### src/rtl/div_ctrl.sv
// Sequences one divide at a time through the iterative divider: start/annul handshake, HI/LO capture, flush abort.
// Optional single-entry result cache under macro DIV_RESULT_CACHE_EN.
module div_ctrl #(
  parameter int ABORT_CYCLES = 3,
  parameter int DATA_W       = 32
) (
  input  logic                clk,
  input  logic                rst,
  input  logic                req_i,
  input  logic                req_signed_i,
  input  logic [DATA_W-1:0]   req_op1_i,
  input  logic [DATA_W-1:0]   req_op2_i,
  input  logic                flush_i,
  output logic                stall_req_o,
  output logic                res_valid_o,
  output logic [DATA_W-1:0]   hi_o,
  output logic [DATA_W-1:0]   lo_o,
  output logic                div_start_o,
  output logic                div_annul_o,
  output logic                div_signed_o,
  output logic [DATA_W-1:0]   div_op1_o,
  output logic [DATA_W-1:0]   div_op2_o,
  input  logic [2*DATA_W-1:0] div_ret_i,
  input  logic                div_ready_i
);

  localparam int CNT_W = (ABORT_CYCLES > 1) ? $clog2(ABORT_CYCLES) : 1;

  typedef enum logic [1:0] {IDLE, BUSY, DONE, ABORT} state_t;

  state_t              state_q, state_d;
  logic                start_q, start_d;
  logic                annul_q, annul_d;
  logic                sgn_q, sgn_d;
  logic [DATA_W-1:0]   op1_q, op1_d;
  logic [DATA_W-1:0]   op2_q, op2_d;
  logic [DATA_W-1:0]   hi_q, hi_d;
  logic [DATA_W-1:0]   lo_q, lo_d;
  logic [CNT_W-1:0]    cnt_q, cnt_d;

  logic                cache_hit;
  logic [DATA_W-1:0]   cache_hi, cache_lo;

`ifdef DIV_RESULT_CACHE_EN
  logic              ce_vld_q;
  logic              ce_sgn_q;
  logic [DATA_W-1:0] ce_op1_q, ce_op2_q, ce_hi_q, ce_lo_q;

  // Only completed divides are remembered; an aborted one never reaches div_ready_i acceptance.
  always_ff @(posedge clk or posedge rst) begin
    if (rst) begin
      ce_vld_q <= 1'b0;
      ce_sgn_q <= 1'b0;
      ce_op1_q <= '0;
      ce_op2_q <= '0;
      ce_hi_q  <= '0;
      ce_lo_q  <= '0;
    end else if (state_q == BUSY && !flush_i && div_ready_i) begin
      ce_vld_q <= 1'b1;
      ce_sgn_q <= sgn_q;
      ce_op1_q <= op1_q;
      ce_op2_q <= op2_q;
      ce_hi_q  <= div_ret_i[2*DATA_W-1:DATA_W];
      ce_lo_q  <= div_ret_i[DATA_W-1:0];
    end
  end

  assign cache_hit = ce_vld_q && (ce_sgn_q == req_signed_i) &&
                     (ce_op1_q == req_op1_i) && (ce_op2_q == req_op2_i);
  assign cache_hi  = ce_hi_q;
  assign cache_lo  = ce_lo_q;
`else
  assign cache_hit = 1'b0;
  assign cache_hi  = '0;
  assign cache_lo  = '0;
`endif

  always_comb begin
    state_d = state_q;
    start_d = start_q;
    annul_d = annul_q;
    sgn_d   = sgn_q;
    op1_d   = op1_q;
    op2_d   = op2_q;
    hi_d    = hi_q;
    lo_d    = lo_q;
    cnt_d   = cnt_q;
    case (state_q)
      IDLE: begin
        if (req_i && !flush_i) begin
          if (cache_hit) begin
            hi_d    = cache_hi;
            lo_d    = cache_lo;
            state_d = DONE;
          end else begin
            sgn_d   = req_signed_i;
            op1_d   = req_op1_i;
            op2_d   = req_op2_i;
            start_d = 1'b1;
            state_d = BUSY;
          end
        end
      end
      BUSY: begin
        if (flush_i) begin
          start_d = 1'b0;
          annul_d = 1'b1;
          cnt_d   = CNT_W'(ABORT_CYCLES - 1);
          state_d = ABORT;
        end else if (div_ready_i) begin
          hi_d    = div_ret_i[2*DATA_W-1:DATA_W];
          lo_d    = div_ret_i[DATA_W-1:0];
          start_d = 1'b0;
          state_d = DONE;
        end
      end
      DONE: state_d = IDLE;
      ABORT: begin
        // Annul is held long enough for the divider to fall back to free from any state.
        if (cnt_q == '0) begin
          annul_d = 1'b0;
          state_d = IDLE;
        end else begin
          cnt_d = cnt_q - 1'b1;
        end
      end
      default: state_d = IDLE;
    endcase
  end

  always_ff @(posedge clk or posedge rst) begin
    if (rst) begin
      state_q <= IDLE;
      start_q <= 1'b0;
      annul_q <= 1'b0;
      sgn_q   <= 1'b0;
      op1_q   <= '0;
      op2_q   <= '0;
      hi_q    <= '0;
      lo_q    <= '0;
      cnt_q   <= '0;
    end else begin
      state_q <= state_d;
      start_q <= start_d;
      annul_q <= annul_d;
      sgn_q   <= sgn_d;
      op1_q   <= op1_d;
      op2_q   <= op2_d;
      hi_q    <= hi_d;
      lo_q    <= lo_d;
      cnt_q   <= cnt_d;
    end
  end

  assign stall_req_o  = (state_q == IDLE && req_i && !flush_i) || (state_q == BUSY) ||
                        (state_q == ABORT && req_i);
  assign res_valid_o  = (state_q == DONE) && !flush_i;
  assign hi_o         = hi_q;
  assign lo_o         = lo_q;
  assign div_start_o  = start_q;
  assign div_annul_o  = annul_q;
  assign div_signed_o = sgn_q;
  assign div_op1_o    = op1_q;
  assign div_op2_o    = op2_q;

endmodule
### config.mk
export PLATFORM = sky130hd
export DESIGN_NAME = div_ctrl
export DESIGN_NICKNAME = d
export VERILOG_FILES = /design/src/rtl/div_ctrl.sv
export SDC_FILE = /design/constraint.sdc
export NUM_CORES = 1
export LEC_CHECK = 0
export BUFFER_PORTS_ARGS = -buffer_cell sky130_fd_sc_hd__buf_2
export CAP_MARGIN = 30
export CORE_MARGIN = 5
export CORE_UTILIZATION = 49
export DETAILED_ROUTE_END_ITERATION = 6
export PLACE_DENSITY = 0.91
export SYNTH_ARGS = -nofsm -noshare
export SYNTH_HDL_FRONTEND = slang
export SYNTH_SLANG_ARGS = --single-unit
### constraint.sdc
create_clock -name clk -period 8.7 [get_ports clk]
set_input_delay 1.74 -clock clk [delete_from_list [all_inputs] [get_ports clk]]
set_output_delay 1.74 -clock clk [all_outputs]
set_load 0.01 [all_outputs]
### Yosys cells after proc, flatten, opt, wreduce, memory -nomap -nowiden

Cells that the tools add are included.
Widths: inputs -> output; s select.

| word-level totals | value |
|---|---|
| bits in registers | 135 |
| bits of input ports | 134 |
| output and inout port bits | 133 |
| logic and storage cells | 52 |

| cells by class | value |
|---|---|
| add/subtract/negate cells | 1 |
| equality and inequality tests | 8 |
| muxes and demuxes | 15 |
| bitwise gates (word level) | 1 |
| reductions and logical operators | 18 |

Operators with widths:

| operator | count |
|---|---|
| $reduce_and 3->1 | 5 |
| $mux 2 | 6 |
| $ne 2x2->1 const B | 4 |
| $pmux 2 s4 | 1 |
| $logic_and 1x1->1 | 5 |
| $mux 1 | 5 |
| $eq 2x2->1 const B | 2 |
| $logic_not 2->1 | 2 |
| $pmux 1 s2 | 2 |
| $pmux 2 s2 | 1 |
| $reduce_bool 2->1 | 2 |
| $ne 3x3->1 const B | 1 |
| $eq 2x1->1 const B | 1 |
| $logic_or 1x1->1 | 2 |
| $reduce_and 2->1 | 1 |
| $sub 2x1->2 const B | 1 |
| $logic_not 1->1 | 1 |
| $not 1->1 | 1 |

### Depth between registers and ports, before layout

| depth | value |
|---|---|
| depth after elaboration | 5 |
| depth in mapped cells | 6 |
| gate-level depth less buffers | 5 |

### Worst setup path before layout

OpenSTA, ideal clock, no wires.

| path | value |
|---|---|
| kind | input-to-output |
| start point | in flush_i |
| end point | out res_valid_o |
| arrival | 2.061 ns |
| required time | 6.960 ns |
| slack | 4.899 ns |
| cell stages on the path | 1 |
| path buffers | 0 |
| path through | nor3b_1 |

| between the ends | value |
|---|---|
| word-level cells in the longest chain between the ends | 2 |

RTL lines:

| item | RTL line | text |
|---|---|---|
| start, declared | 13 | `input logic flush_i,` |
| $logic_not 1->1 | 157 | `assign res_valid_o = (state_q == DONE) && !flush_i;` |
| $logic_and 1x1->1 | 157 |  |
| end, declared | 15 | `output logic res_valid_o,` |

No other way between the ends.

### Worst setup path in the final report

| path | value |
|---|---|
| start point | in flush_i |
| end point | out stall_req_o |

| between the ends | value |
|---|---|
| word-level cells in the longest chain between the ends | 4 |

RTL lines:

| item | RTL line | text |
|---|---|---|
| $logic_not 1->1 | 155 | `assign stall_req_o = (state_q == IDLE && req_i && !flush_i) \|\| (state_q == BUSY) \|\|` |
| $logic_and 1x1->1 | 155 |  |
| $logic_or 1x1->1 (2 in series) | 155 |  |
| end, declared | 14 | `output logic stall_req_o,` |

No other way between the ends.

==> metrics.md <==
| Metric | Value |
|---|---|
| # nets final | between 700 and 800 |
| Post-Synth Simple-Gate Area | 1.827% |
| # clock sinks | 135 |
| Least-Margin Pin Slew | 0.8360 ns |
| Drt wl/cell | 17.36 microns |
| Seq/Total Area, Yosys | between 60 and 70% |
| Design area | between 7000 and 8000 sq um |
| Post-Route WL | 12,810 microns |
| Via density per instance | 4.843 |
| Hold Buf Count CTS | 0 |
| GRT Overall Usage | 19.20% |
| Syn nets | 446 |
| Async SR Flop Fraction | 100.0% |
| Tcrit/Tclk final | 47.22% |
| Post-layout min period | 4.108 ns |
| Startpoint Class | input port |
| Pint | 1.952 mW |
| Die width | 115.1 microns |
| Remaining antenna violation count | 0 |
| TNS Setup | 0 ns |
| DRT iter0 DRCs | 138 |
| Total number of vias | between 3,000 and 4,000 |
| Initial antenna violation count | 0 |
| Seq pwr share | 39.6% |
| Remaining global-route overflow | 0 |
| Synth Area in XOR/XNOR | 0% |
| Cells after Synth | between 300 and 400 |
| Final slew viol count | 0 |
| Final Skew | 0.01082 ns |
| Max Freq | 0.2434 GHz |
| Largest family of logic cells by synthesized area | multiplexers |
| RSZ-0062 raised after global routing | false |
| Fin util | roughly two thirds |
| Max clock buf depth | 2 |
| Complex-gate fraction of the synthesized area | 1.157% |
| 1st-pass router iterations | 4 |
| Ports | 267 |
| Clock latency on the worst-skew pair | 0.49 ns |
| Pin count of the biggest net entering global routing | 71 |
| Root Driver | clkbuf_8 |
| Drt drc | 0 |
| Vias in the first global route | 3,995 |
| DP Area | 6789 sq um |
| Number of flops mapped to enable cells by yosys | 0 |
| Sw Share | about 31% |
| Mux cell area share after synthesis | 31.23% |
| Mapped Area | 5409 sq um |
| P_sw | 0.8891 mW |
| CTS tree | done |
| FP Rows | 38 |
| CP Class | in -> out |
| Gate power share | 36.6% |
| CTS resizes | 0 |
| Core area | about 11,000 sq um |
| DP HPWL | about 9600 microns |
| WP data arrival | 2.37 ns |
| #FFs+latches synth | 135 |
| P per Cell Area | 384.2 nW/um^2 |
| Pleak | 3.768 nW |
| GP Congestion | 0.7713 |
| TritonCTS buffer count | 17 |
| First-pass GRT wire length | around 20,000 microns |
| Htree depth | 4 |
| Worst-path clk slew | about 0.05 ns |
| Die Y | 115.1 microns |
| Yosys warning total | 0 |
| Hold crit path type | reg -> reg |
| Starting Density | between 40% and 50% |
| Maximum Capacitance Violations | 0 |
| Clock power share | around a quarter |
| CP Capture Type | primary output |
| Adder-Cell Fraction of Synth Area | 0.2313% |
| Syn_area_per_cell | roughly 17 sq um |
| Final hold vios | 0 |
| Setup Fix Bufs, Post-CTS | 0 |
| Count of cell types in the netlist | 22 |
| I/O Buffers | 266 |
| Most common flop cell mapped by yosys | dfrtp_1 |
| Share of cells above drive strength 1 | 67.73% |
| Die area | around 13,000 sq um |
| Critical Path RT | 6.96 ns |
| Peak VDD IR | 199.5 uV |
| Finish-stage setup viols | 0 |
| Antenna diodes | 0 |
| Area delta synth->final | 36.71% |
| Crit-path max FO | 7 |
| Slew margin rel. | roughly 44% |
| Status | completed |
## power by group through the flow
stage	sequential, mW	combinational (mW)	clock [mW]
finish	1.13	1.04	0.677
global route	1.17	1.12	0.720
CTS	1.13	1.05	0.691
detailed placement	1.13	1.05	0
global placement	1.11	1.02	0
floorplan	1.25	0.478	0
## through the flow
step,hold slack [ns],setup WS [ns],power (mW),cells
2_1_floorplan,0.4729,3.349,1.731,311
3_3_place_gp,0.4626,4.616,2.125,704
3_5_place_dp,0.4739,4.587,2.179,704
6_report,0.4776,4.592,2.841,738
4_1_cts,0.4834,4.612,2.873,736
5_1_grt,0.4970,4.523,3.005,738
## critical path, stage by stage
cell	delay, ns
buf_2	0.17
nor2_1	0.08
o21ai_0	0.16
nand2_1	0.08
buf_2	0.14
## metal layers
layer / GRT usage, % / up-vias / wire length, microns
met1: 23.46 / 1752 / 4936
li1: - / 1637 / -
met4: 6.651 / 0 / 241
met5: 0 / - / 0
met2: 32.33 / 165 / 6557
met3: 6.053 / 20 / 1074
## kinds of logic after synthesis
group                      Yosys count
DFF                                135
buffers and inverters               19
adders and majority gates            1
muxes                              130
and+or+nand+nor                     16
AOI/OAI and AO/OA                   10
## synthesized netlist by cell type, types with 2 or more instances
| cell | n | share of area [%] |
|---|---|---|
| inv_1 | 3 | 0.21 |
| o21ai_0 | 4 | 0.37 |
| nor2_1 | 3 | 0.21 |
| nor2b_1 | 2 | 0.23 |
| nand2b_1 | 2 | 0.23 |
| dfrtp_1 | 135 | 62 |
| mux2_2 | 42 | 8.7 |
| mux2_1 | 28 | 5.8 |
| nand2_1 | 5 | 0.35 |
| buf_6 | 11 | 2.3 |
| a21oi_1 | 3 | 0.28 |
| buf_4 | 3 | 0.42 |
| mux2_4 | 60 | 17 |
| buf_2 | 2 | 0.19 |
## registers in the layout, indices dropped and copies added (netlist names)
name,flops
div_start_o,1
hi_o,32
div_op1_o,32
div_op2_o,32
div_signed_o,1
div_annul_o,1
cnt_q,2
state_q,2
lo_o,32
## cells in the final DEF, fill, tap and decap left out, types with 2 or more instances in the layout
cell / count
clkbuf_8: 4
buf_4: 3
mux2_1: 28
nand2_1: 5
bufinv_16: 2
nand2b_1: 2
clkinv_2: 4
mux2_2: 42
inv_1: 2
buf_2: 266
dfrtp_1: 135
a21oi_1: 3
nor2b_1: 2
clkbuf_1: 4
mux2_4: 60
nor2_1: 3
o21ai_0: 4
clkbuf_16: 16
## path summary, 6_finish.rpt
| path | depth (start not counted) | startpoint | slack, ns | endpoint |
|---|---|---|---|---|
| setup / recovery | 5 | flush_i | 4.59 | stall_req_o |
| hold / removal | 1 | div_op2_o[4] | 0.48 | div_op2_o[4] |
| setup reg to reg | 4 | state_q[1] | 6.51 | div_op1_o[26] |
| hold reg to reg | 1 | div_op2_o[4] | 0.48 | div_op2_o[4] |
| max in group asynchronous | 3 | rst | 5.97 | lo_o[29] |
| min in group asynchronous | 2 | rst | 1.41 | div_op1_o[18] |
## final cells by class
| class | instances | area, sq um |
|---|---|---|
| inverters | 3 | 13.76 |
| well taps | 140 | 175.2 |
| repair buffers | 271 | 1393 |
| clock buffers | 24 | 470.5 |
| clock inverters | 8 | 96.34 |
| flip-flops and latches | 135 | 3378 |
| fillers | 754 | 3446 |
| multi-input cells | 157 | 1868 |
(Power assumes the default switching activity.)
